==> src/rtl/uart_mmio_pkg.sv <==
// Shared constants for uart_mmio: register offsets, STATUS bit positions,
// TX/RX FSM state encodings and the baud divisor floor.
package uart_mmio_pkg;

  localparam logic [1:0] UART_TXDATA  = 2'd0;
  localparam logic [1:0] UART_RXDATA  = 2'd1;
  localparam logic [1:0] UART_STATUS  = 2'd2;
  localparam logic [1:0] UART_BAUDDIV = 2'd3;

  localparam int ST_TX_FULL   = 0;
  localparam int ST_TX_EMPTY  = 1;
  localparam int ST_RX_VALID  = 2;
  localparam int ST_RX_FULL   = 3;
  localparam int ST_TX_BUSY   = 4;
  localparam int ST_OVERRUN   = 5;
  localparam int ST_FRAME_ERR = 6;

  localparam logic [15:0] UART_MIN_DIV = 16'd4;

  typedef enum logic [1:0] {TX_IDLE, TX_START, TX_DATA, TX_STOP} tx_state_t;
  typedef enum logic [1:0] {RX_IDLE, RX_START, RX_DATA, RX_STOP} rx_state_t;

  function automatic logic [15:0] clamp_div(input logic [15:0] div);
    return (div < UART_MIN_DIV) ? UART_MIN_DIV : div;
  endfunction

endpackage

==> src/rtl/uart_mmio_fifo.sv <==
// uart_fifo: synchronous FIFO with combinational head; pop on empty is ignored,
// push on full is ignored unless a pop happens in the same cycle.
module uart_fifo #(
  parameter int WIDTH = 8,
  parameter int DEPTH = 8
) (
  input  logic             clk,
  input  logic             rst,
  input  logic             push_i,
  input  logic             pop_i,
  input  logic [WIDTH-1:0] data_i,
  output logic             full_o,
  output logic             empty_o,
  output logic [WIDTH-1:0] head_o
);

  localparam int AW = $clog2(DEPTH);
  localparam logic [AW:0] FULL_CNT = (AW+1)'(DEPTH);

  logic [WIDTH-1:0] r_mem [DEPTH];
  logic [AW-1:0]    r_wptr, r_rptr;
  logic [AW:0]      r_count;
  logic             w_push, w_pop;

  assign empty_o = (r_count == '0);
  assign full_o  = (r_count == FULL_CNT);
  assign head_o  = r_mem[r_rptr];
  assign w_pop   = pop_i && !empty_o;
  assign w_push  = push_i && (!full_o || w_pop);

  always_ff @(posedge clk or posedge rst) begin
    if (rst) begin
      r_wptr  <= '0;
      r_rptr  <= '0;
      r_count <= '0;
    end else begin
      if (w_push) r_wptr <= r_wptr + AW'(1);
      if (w_pop)  r_rptr <= r_rptr + AW'(1);
      r_count <= r_count + (AW+1)'(w_push) - (AW+1)'(w_pop);
    end
  end

  always_ff @(posedge clk) begin
    if (w_push) r_mem[r_wptr] <= data_i;
  end

endmodule

==> src/rtl/uart_mmio.sv <==
// uart_mmio: bus-mapped 8N1 UART, zero-wait loads, side effects at the access edge; full TX FIFO
// drops stores, full RX FIFO drops bytes (overrun). RX path built only when UART_RX_EN is defined.
module uart_mmio
  import uart_mmio_pkg::*;
#(
  parameter int FIFO_DEPTH  = 8,
  parameter int DEFAULT_DIV = 434
) (
  input  logic        clk,
  input  logic        rst,
  input  logic        cs_i,
  input  logic        wmem_en_i,
  input  logic        rmem_en_i,
  input  logic [31:0] mem_addr_i,
  input  logic [31:0] mem_data_i,
  output logic [31:0] mem_data_o,
  input  logic        uart_rxd_i,
  output logic        uart_txd_o
);

  logic [1:0]  w_sel;
  logic        w_wr, w_rd, w_tx_push, w_tx_pop, w_tx_full, w_tx_empty, w_tx_tick, w_tx_busy;
  logic [7:0]  w_tx_head, w_rx_head;
  logic [15:0] r_div, r_tx_cnt, r_tx_div;
  logic [2:0]  r_tx_bit;
  logic [7:0]  r_tx_shift;
  tx_state_t   r_tx_state, w_tx_state_nxt;
  logic        w_rx_empty, w_rx_full, w_overrun, w_frame_err;
  logic [31:0] w_status;
  logic        w_unused;

  assign w_sel     = mem_addr_i[3:2];
  assign w_wr      = cs_i & wmem_en_i;
  assign w_rd      = cs_i & rmem_en_i;
  assign w_tx_push = w_wr && (w_sel == UART_TXDATA);

  always_ff @(posedge clk or posedge rst) begin
    if (rst) r_div <= 16'(DEFAULT_DIV);
    else if (w_wr && (w_sel == UART_BAUDDIV)) r_div <= clamp_div(mem_data_i[15:0]);
  end

  uart_fifo #(.WIDTH(8), .DEPTH(FIFO_DEPTH)) u_tx_fifo (
    .clk(clk), .rst(rst), .push_i(w_tx_push), .pop_i(w_tx_pop), .data_i(mem_data_i[7:0]),
    .full_o(w_tx_full), .empty_o(w_tx_empty), .head_o(w_tx_head)
  );

  assign w_tx_tick = (r_tx_cnt == r_tx_div - 16'd1);
  assign w_tx_busy = (r_tx_state != TX_IDLE);

  always_comb begin
    w_tx_state_nxt = r_tx_state;
    w_tx_pop       = 1'b0;
    case (r_tx_state)
      TX_IDLE:  if (!w_tx_empty) begin
                  w_tx_state_nxt = TX_START;
                  w_tx_pop       = 1'b1;
                end
      TX_START: if (w_tx_tick) w_tx_state_nxt = TX_DATA;
      TX_DATA:  if (w_tx_tick && (r_tx_bit == 3'd7)) w_tx_state_nxt = TX_STOP;
      TX_STOP:  if (w_tx_tick) begin
                  // Chain straight into the next frame when more data is queued.
                  w_tx_state_nxt = w_tx_empty ? TX_IDLE : TX_START;
                  w_tx_pop       = !w_tx_empty;
                end
      default:  w_tx_state_nxt = TX_IDLE;
    endcase
  end

  always_ff @(posedge clk or posedge rst) begin
    if (rst) begin
      r_tx_state <= TX_IDLE;
      r_tx_cnt   <= '0;
      r_tx_div   <= 16'(DEFAULT_DIV);
      r_tx_bit   <= '0;
      r_tx_shift <= '0;
    end else begin
      r_tx_state <= w_tx_state_nxt;
      if (w_tx_pop) begin
        r_tx_shift <= w_tx_head;
        r_tx_div   <= r_div;
        r_tx_cnt   <= '0;
        r_tx_bit   <= '0;
      end else if (w_tx_busy) begin
        if (w_tx_tick) begin
          r_tx_cnt <= '0;
          if (r_tx_state == TX_DATA) begin
            r_tx_shift <= {1'b0, r_tx_shift[7:1]};
            r_tx_bit   <= r_tx_bit + 3'd1;
          end
        end else begin
          r_tx_cnt <= r_tx_cnt + 16'd1;
        end
      end
    end
  end

  assign uart_txd_o = (r_tx_state == TX_START) ? 1'b0 :
                      (r_tx_state == TX_DATA)  ? r_tx_shift[0] : 1'b1;

`ifdef UART_RX_EN
  rx_state_t   r_rx_state, w_rx_state_nxt;
  logic [1:0]  r_rx_sync;
  logic        r_rx_prev, r_overrun, r_frame_err;
  logic [15:0] r_rx_cnt, r_rx_div;
  logic [2:0]  r_rx_bit;
  logic [7:0]  r_rx_shift;
  logic        w_rx_line, w_rx_fall, w_rx_tick, w_rx_done, w_rx_push, w_rx_pop, w_w1c;

  assign w_rx_line = r_rx_sync[1];
  assign w_rx_fall = r_rx_prev & ~w_rx_line;
  // START waits half a bit so every later sample lands mid-bit.
  assign w_rx_tick = (r_rx_state == RX_START) ? (r_rx_cnt == (r_rx_div >> 1) - 16'd1)
                                              : (r_rx_cnt == r_rx_div - 16'd1);
  assign w_rx_pop  = w_rd && (w_sel == UART_RXDATA) && !w_rx_empty;
  assign w_rx_push = w_rx_done & w_rx_line;
  assign w_w1c     = w_wr && (w_sel == UART_STATUS);

  always_comb begin
    w_rx_state_nxt = r_rx_state;
    w_rx_done      = 1'b0;
    case (r_rx_state)
      RX_IDLE:  if (w_rx_fall) w_rx_state_nxt = RX_START;
      RX_START: if (w_rx_tick) w_rx_state_nxt = w_rx_line ? RX_IDLE : RX_DATA;
      RX_DATA:  if (w_rx_tick && (r_rx_bit == 3'd7)) w_rx_state_nxt = RX_STOP;
      RX_STOP:  if (w_rx_tick) begin
                  w_rx_state_nxt = RX_IDLE;
                  w_rx_done      = 1'b1;
                end
      default:  w_rx_state_nxt = RX_IDLE;
    endcase
  end

  always_ff @(posedge clk or posedge rst) begin
    if (rst) begin
      r_rx_sync   <= 2'b11;
      r_rx_prev   <= 1'b1;
      r_rx_state  <= RX_IDLE;
      r_rx_cnt    <= '0;
      r_rx_div    <= 16'(DEFAULT_DIV);
      r_rx_bit    <= '0;
      r_rx_shift  <= '0;
      r_overrun   <= 1'b0;
      r_frame_err <= 1'b0;
    end else begin
      r_rx_sync  <= {r_rx_sync[0], uart_rxd_i};
      r_rx_prev  <= w_rx_line;
      r_rx_state <= w_rx_state_nxt;
      if (r_rx_state == RX_IDLE) begin
        r_rx_cnt <= '0;
        r_rx_bit <= '0;
        r_rx_div <= r_div;
      end else if (w_rx_tick) begin
        r_rx_cnt <= '0;
        if (r_rx_state == RX_DATA) begin
          r_rx_shift <= {w_rx_line, r_rx_shift[7:1]};
          r_rx_bit   <= r_rx_bit + 3'd1;
        end
      end else begin
        r_rx_cnt <= r_rx_cnt + 16'd1;
      end
      r_overrun   <= (w_rx_push & w_rx_full & ~w_rx_pop) |
                     (r_overrun & ~(w_w1c & mem_data_i[ST_OVERRUN]));
      r_frame_err <= (w_rx_done & ~w_rx_line) |
                     (r_frame_err & ~(w_w1c & mem_data_i[ST_FRAME_ERR]));
    end
  end

  uart_fifo #(.WIDTH(8), .DEPTH(FIFO_DEPTH)) u_rx_fifo (
    .clk(clk), .rst(rst), .push_i(w_rx_push), .pop_i(w_rx_pop), .data_i(r_rx_shift),
    .full_o(w_rx_full), .empty_o(w_rx_empty), .head_o(w_rx_head)
  );

  assign w_overrun   = r_overrun;
  assign w_frame_err = r_frame_err;
  assign w_unused    = ^{mem_addr_i[31:4], mem_addr_i[1:0], mem_data_i[31:16]};
`else
  assign w_rx_empty  = 1'b1;
  assign w_rx_full   = 1'b0;
  assign w_rx_head   = 8'h00;
  assign w_overrun   = 1'b0;
  assign w_frame_err = 1'b0;
  assign w_unused    = ^{mem_addr_i[31:4], mem_addr_i[1:0], mem_data_i[31:16], uart_rxd_i};
`endif

  always_comb begin
    w_status               = '0;
    w_status[ST_TX_FULL]   = w_tx_full;
    w_status[ST_TX_EMPTY]  = w_tx_empty;
    w_status[ST_RX_VALID]  = !w_rx_empty;
    w_status[ST_RX_FULL]   = w_rx_full;
    w_status[ST_TX_BUSY]   = w_tx_busy;
    w_status[ST_OVERRUN]   = w_overrun;
    w_status[ST_FRAME_ERR] = w_frame_err;
  end

  always_comb begin
    mem_data_o = '0;
    if (w_rd) begin
      case (w_sel)
        UART_RXDATA:  if (!w_rx_empty) mem_data_o = {24'h0, w_rx_head};
        UART_STATUS:  mem_data_o = w_status;
        UART_BAUDDIV: mem_data_o = {16'h0, r_div};
        default:      mem_data_o = '0;
      endcase
    end
  end

endmodule
==> config.mk <==
export PLATFORM = sky130hd
export DESIGN_NAME = uart_mmio
export DESIGN_NICKNAME = d
export VERILOG_FILES = /design/src/rtl/uart_mmio_pkg.sv /design/src/rtl/uart_mmio_fifo.sv /design/src/rtl/uart_mmio.sv
export SDC_FILE = /design/constraint.sdc
export NUM_CORES = 1
export LEC_CHECK = 0
export ABC_AREA = 1
export CAP_MARGIN = 20
export CORE_ASPECT_RATIO = 1.5
export CORE_MARGIN = 1
export CORE_UTILIZATION = 50
export DETAILED_ROUTE_END_ITERATION = 12
export GPL_TIMING_DRIVEN = 0
export PLACE_DENSITY_LB_ADDON = 0.25
export SYNTH_ARGS = -nofsm -noshare
export SYNTH_HDL_FRONTEND = slang
export SYNTH_HIERARCHICAL = 1
export SYNTH_SLANG_ARGS = --single-unit
==> constraint.sdc <==
create_clock -name clk -period 8.7 [get_ports clk]
set_input_delay 1.305 -clock clk [delete_from_list [all_inputs] [get_ports clk]]
set_output_delay 1.305 -clock clk [all_outputs]
set_load 0.02 [all_outputs]
Yosys cells after proc, flatten, opt, wreduce, memory -nomap -nowiden:

Memory sizes are Yosys's and may differ from the RTL's.
Cells that the tools add are included.

* add/sub/neg operators: 7
* $mul: 0
* divide/modulo/power cells: 0
* order comparisons: 1
* equal/unequal tests: 12
* shifts and indexed selects: 0
* multiplexer cells: 27
* bitwise gates (word level): 2
* reductions and logical operators: 17

Operators with widths (count)
* $mux 16: 5
* $mux 8: 4
* $pmux 16 s2: 1
* $add 16x1->16 const B: 1
* $eq 16x16->1: 1
* $lt 16x3->1 const B: 1
* $sub 16x1->16 const B: 1
* $mux 3: 4
* $add 3x1->3 const B: 3
* $eq 2x2->1 const B: 4
* $mux 2: 4
* $ne 2x2->1 const B: 4
* $pmux 2 s4: 1
* $reduce_bool 2->1: 4
* $mux 1: 7
* $logic_and 1x1->1: 5
* $add 4x1->4: 1
* $eq 4x4->1 const B: 1
* $logic_not 2->1: 2
* $logic_not 4->1: 1
* $reduce_and 4->1: 1
* $sub 4x1->4: 1
* $eq 3x3->1 const B: 1
* $reduce_and 3->1: 1
* 5 further kinds: 7

* flip-flop bits (word level): 71
* bits in latches: 0
* RAM bits: 64
* bits in read-only memories: 0
* input bits: 70
* output and inout bits: 33
* logic and storage cells: 76
* memories kept: 1

Memory list
* u_tx_fifo.r_mem: depth 8, width 8, read ports 1, clocked after memory_dff 0, write ports 1, RTL line uart_mmio_fifo.sv:20 `logic [WIDTH-1:0] r_mem [DEPTH];`

Longest topological paths before layout:

* word-level depth: 9
* depth in mapped cells: 24
* gate-level depth less buffers: 24

Hierarchy:

Netlist, hierarchy kept.

By module, submodules not included
* uart_mmio: times used 1, cells each 571, area an instance 4112.7 µm², seq. area each 1539.0 µm²
* uart_fifo: times used 1, cells each 291, area an instance 3284.4 µm², seq. area each 2172.1 µm²

Least setup slack after synthesis:

No wires, ideal clock.

* kind: input to output
* start: input mem_addr_i[2]
* end: output mem_data_o[10]
* arrival time: 2.142 ns
* path slack: 5.253 ns
* cell stages on the path: 3
* path buffers: 1
* cells stage by stage: nand2_1 > clkbuf_1 > nor3_1

* word-level cells in the longest chain between the ends: 3
* elaborated cells between the ends (all ways): 4
* classes of those cells: eq/ne: 2; mux: 2

RTL lines
* start, declared: RTL line uart_mmio.sv:14 `input logic [31:0] mem_addr_i,`
* $eq 2x2->1: RTL line uart_mmio.sv:199 `case (w_sel)`
* $pmux 16 s2 *: RTL line uart_mmio.sv:199
* $mux 16 *: RTL line uart_mmio.sv:198 `if (w_rd) begin`
* end, declared: RTL line uart_mmio.sv:16 `output logic [31:0] mem_data_o,`

Every way passes the cells marked *; elsewhere a longest branch is shown, timed or not.

Worst setup path in the final report:

* start: input mem_addr_i[3]
* end: output mem_data_o[6]

The elaborated chain is that of the path after synthesis.

==> results.yml <==
die:
  dieArea_sq_um: 15300
  ios: 103
  core_sq_um: 14500
  dieHeight_microns: 151
  die_x_microns: 101
  start_util: 0.509
  rows: 54
cells_and_area:
  layout_common_cells: "nand2_1, inv_1, nor2_1"
  diodes: 0
  final_common_cell: "nand2_1"
  area_growth_pct: 17.0
  design_area_sq_um: 8650
  fill_cells: 1298
  final_nets: 1023
  drive_above_1_share: 0.132
synth:
  synth_area_sq_um: 7400
  synth_top_area_frac: 0.260
  synth.avg_cell_area_sq_um: 8.58
  synthAdderAreaFrac: 0.0298
  synth_top_family_by_area: "simple AND/OR/NAND/NOR gates"
  synth_warnings: 6
  synth_cell_types: 39
  synth_top_cell_by_area: "edfxtp_1"
  synth-xor-area-share: 0.0296
  ys_seq_area_frac: 0.502
  synth_seq_cells: 135
  synthMuxAreaShare: 0
  netlist_instances: 862
  synth_compound_area_frac: 0.0670
  synth.area.top_cells: "edfxtp_1, dfrtp_1, nand2_1, nand3_1, inv_1"
  yosys.area_share.simple: 0.274
clocking:
  clk_pin_slew_ns: 0.06
  h-tree-depth: 4
  cts_hold_buf: 0
  clock_sinks: 135
  post_cts_buffers: 0
  cts-buffers-inserted: 17
  cts_buffer_depth: 2
  cts_tree: "yes"
  cts-root-buf: "clkbuf_16"
  clk_latency_ns: 0.43
  postCtsResizedCells: 0
global_route:
  grt_pass1_wl_microns: 26400
  antenna_found_initial: 0
  grt_pass1_vias: 5340
  grt_overflow: 0
  grt_max_degree: 40
  grtUsageTotal: 0.233
sta:
  min_period_ns: 4.63
  clock_skew_ns: 0.00871
  setup_tns_ns: 0
  timing.fmax_mhz: 216
  setup_viol: 0
  rsz0062_at_grt: "false"
  post-route-period-util: 0.533
  maxSlewViolCount: 0
  slew_headroom: 0.204
  tightest_slew_ns: 1.19
  finalHoldViolCount: 0
critical_path:
  worstSetupPathType: "in -> out"
  r2r-start: "r_tx_div[0]"
  max_stage_delay_ns: 0.65
  crit_required_ns: 7.39
  crit_start: "mem_addr_i[3]"
  cp-start-kind: "primary input"
  cp_num_buf_inv: 3
  arrival_ns: 3.33
  crit_slowest_cell: "clkdlybuf4s50_1"
  crit_chain: "clkdlybuf4s50_1 -> nand2_1 -> clkbuf_1 -> nor3_1 -> clkdlybuf4s50_1"
  cp_common_cell: "clkdlybuf4s50_1"
  critPathCaptureType: "primary output"
  cp_max_fo: 10
  critical_path.top_delay_family: "buffers and inverters"
drt:
  vias_per_cell: 4.96
  wl_met1_microns: 6440
  routed.top_layer: "met4"
  ant_nets: 0
  first_iter_violations: 294
  post-route-drc-count: 0
  drt-total-wl_microns: 16500
  wl_met2_microns: 9010
  first_pass_iters: 5
  wl_met3_microns: 431
  vias: 5676
  routedWlPerCell_microns: 14.4
place:
  placed_cell_area_sq_um: 8110
  dp_hpwl_microns: 12500
  portBuffers: 39
  gp_congestion: 0.853
power:
  ir_worst_vdd_uv: 188
  cellPowerDensity_nw_per_um2: 186
  power.total_mw: 1.61
  p_leak_nw: 3.95
min_path:
  hp-start: "r_tx_div[15]"
  hold_path.class: "reg -> reg"
flow_run:
  cap_violations: 0
status:
  status: "finished, final reports clean"
==> flip-flops by register name, indices dropped and copies added (netlist names) <==
| signal | count |
|---|---|
| r_div | 16 |
| r_tx_bit | 3 |
| r_tx_cnt | 16 |
| r_tx_div | 16 |
| r_tx_shift | 8 |
| r_tx_state | 2 |
| u_tx_fifo/r_count | 4 |
| u_tx_fifo/r_mem | 64 |
| u_tx_fifo/r_rptr | 3 |
| u_tx_fifo/r_wptr | 3 |
==> worst paths after layout <==
kind | end | slack (ns) | cells past startpoint
worst max-delay path | mem_data_o[6] | 4.07 | 5
worst min-delay path | r_tx_div[15] | 0.50 | 2
worst max register to register | u_tx_fifo/r_mem[1][0] | 4.86 | 18
worst min register to register | r_tx_div[15] | 0.50 | 2
max in group asynchronous | r_tx_div[8] | 6.67 | 3
min in group asynchronous | u_tx_fifo/r_rptr[2] | 1.33 | 2
==> report_power, final <==
group | total, mW | switching, mW | internal, mW
sequential | 0.749 | 0.0317 | 0.718
combinational | 0.202 | 0.122 | 0.0792
clock | 0.655 | 0.287 | 0.368
==> metal layers <==
metal	track usage	vias up
li1	-	2901
met3	0.0378	36
met5	0	-
met2	0.432	111
met4	0.118	0
met1	0.253	2628
==> through the flow <==
stage | hold slack, ns | setup WS [ns] | util | instances
6_report | 0.503 | 4.07 | 0.596 | 1145
5_1_grt | 0.528 | 3.94 | 0.596 | 1145
4_1_cts | 0.502 | 4.08 | 0.596 | 1145
3_5_place_dp | 0.490 | 4.09 | 0.558 | 1113
2_1_floorplan | 0.469 | 5.25 | - | 877
3_3_place_gp | 0.479 | 4.09 | 0.557 | 1112
==> layout make-up <==
| class | instances | area, sq um | area share |
|---|---|---|---|
| inverter | 92 | 353 | 0.0408 |
| buffer | 46 | 369 | 0.0427 |
| multi-input combinational | 604 | 3020 | 0.349 |
| timing repair buffer | 40 | 410 | 0.0474 |
| clock buffer | 17 | 425 | 0.0492 |
| clock inverter | 15 | 118 | 0.0136 |
| sequential | 135 | 3710 | 0.429 |
| tap | 196 | 245 | 0.0283 |
==> cell families (layout without fill, tap and decap cells) <==
group	Yosys count	in the layout
AOI/OAI and AO/OA	81	81
xor gates and xnor gates	25	25
adders and majority gates	17	17
buffers and inverters	138	210
DFF	135	135
other	1	16
and+or+nand+nor	465	465
==> Yosys cell counts, drive strengths merged <==
master	instances
o31ai	1
o21bai	1
fa	1
inv	90
a221o	1
buf	38
and2	1
ha	16
dfrtp	61
nor4	3
nand3	68
nor2	84
edfxtp	64
nor3	17
nand2	274
xnor2	4
o21ai	63
a21oi	7
o211ai	8
nand4	5
dfstp	10
xor2	21
clkinv	2
nand3b	13
conb	1
clkbuf	8
==> worst min-delay path, cell delays in order (launching register included) <==
cell and delay [ns]:
dfrtp_1 0.36, nand2_1 0.07, o21ai_2 0.05
Note: power is estimated with default switching activity, not from simulation.
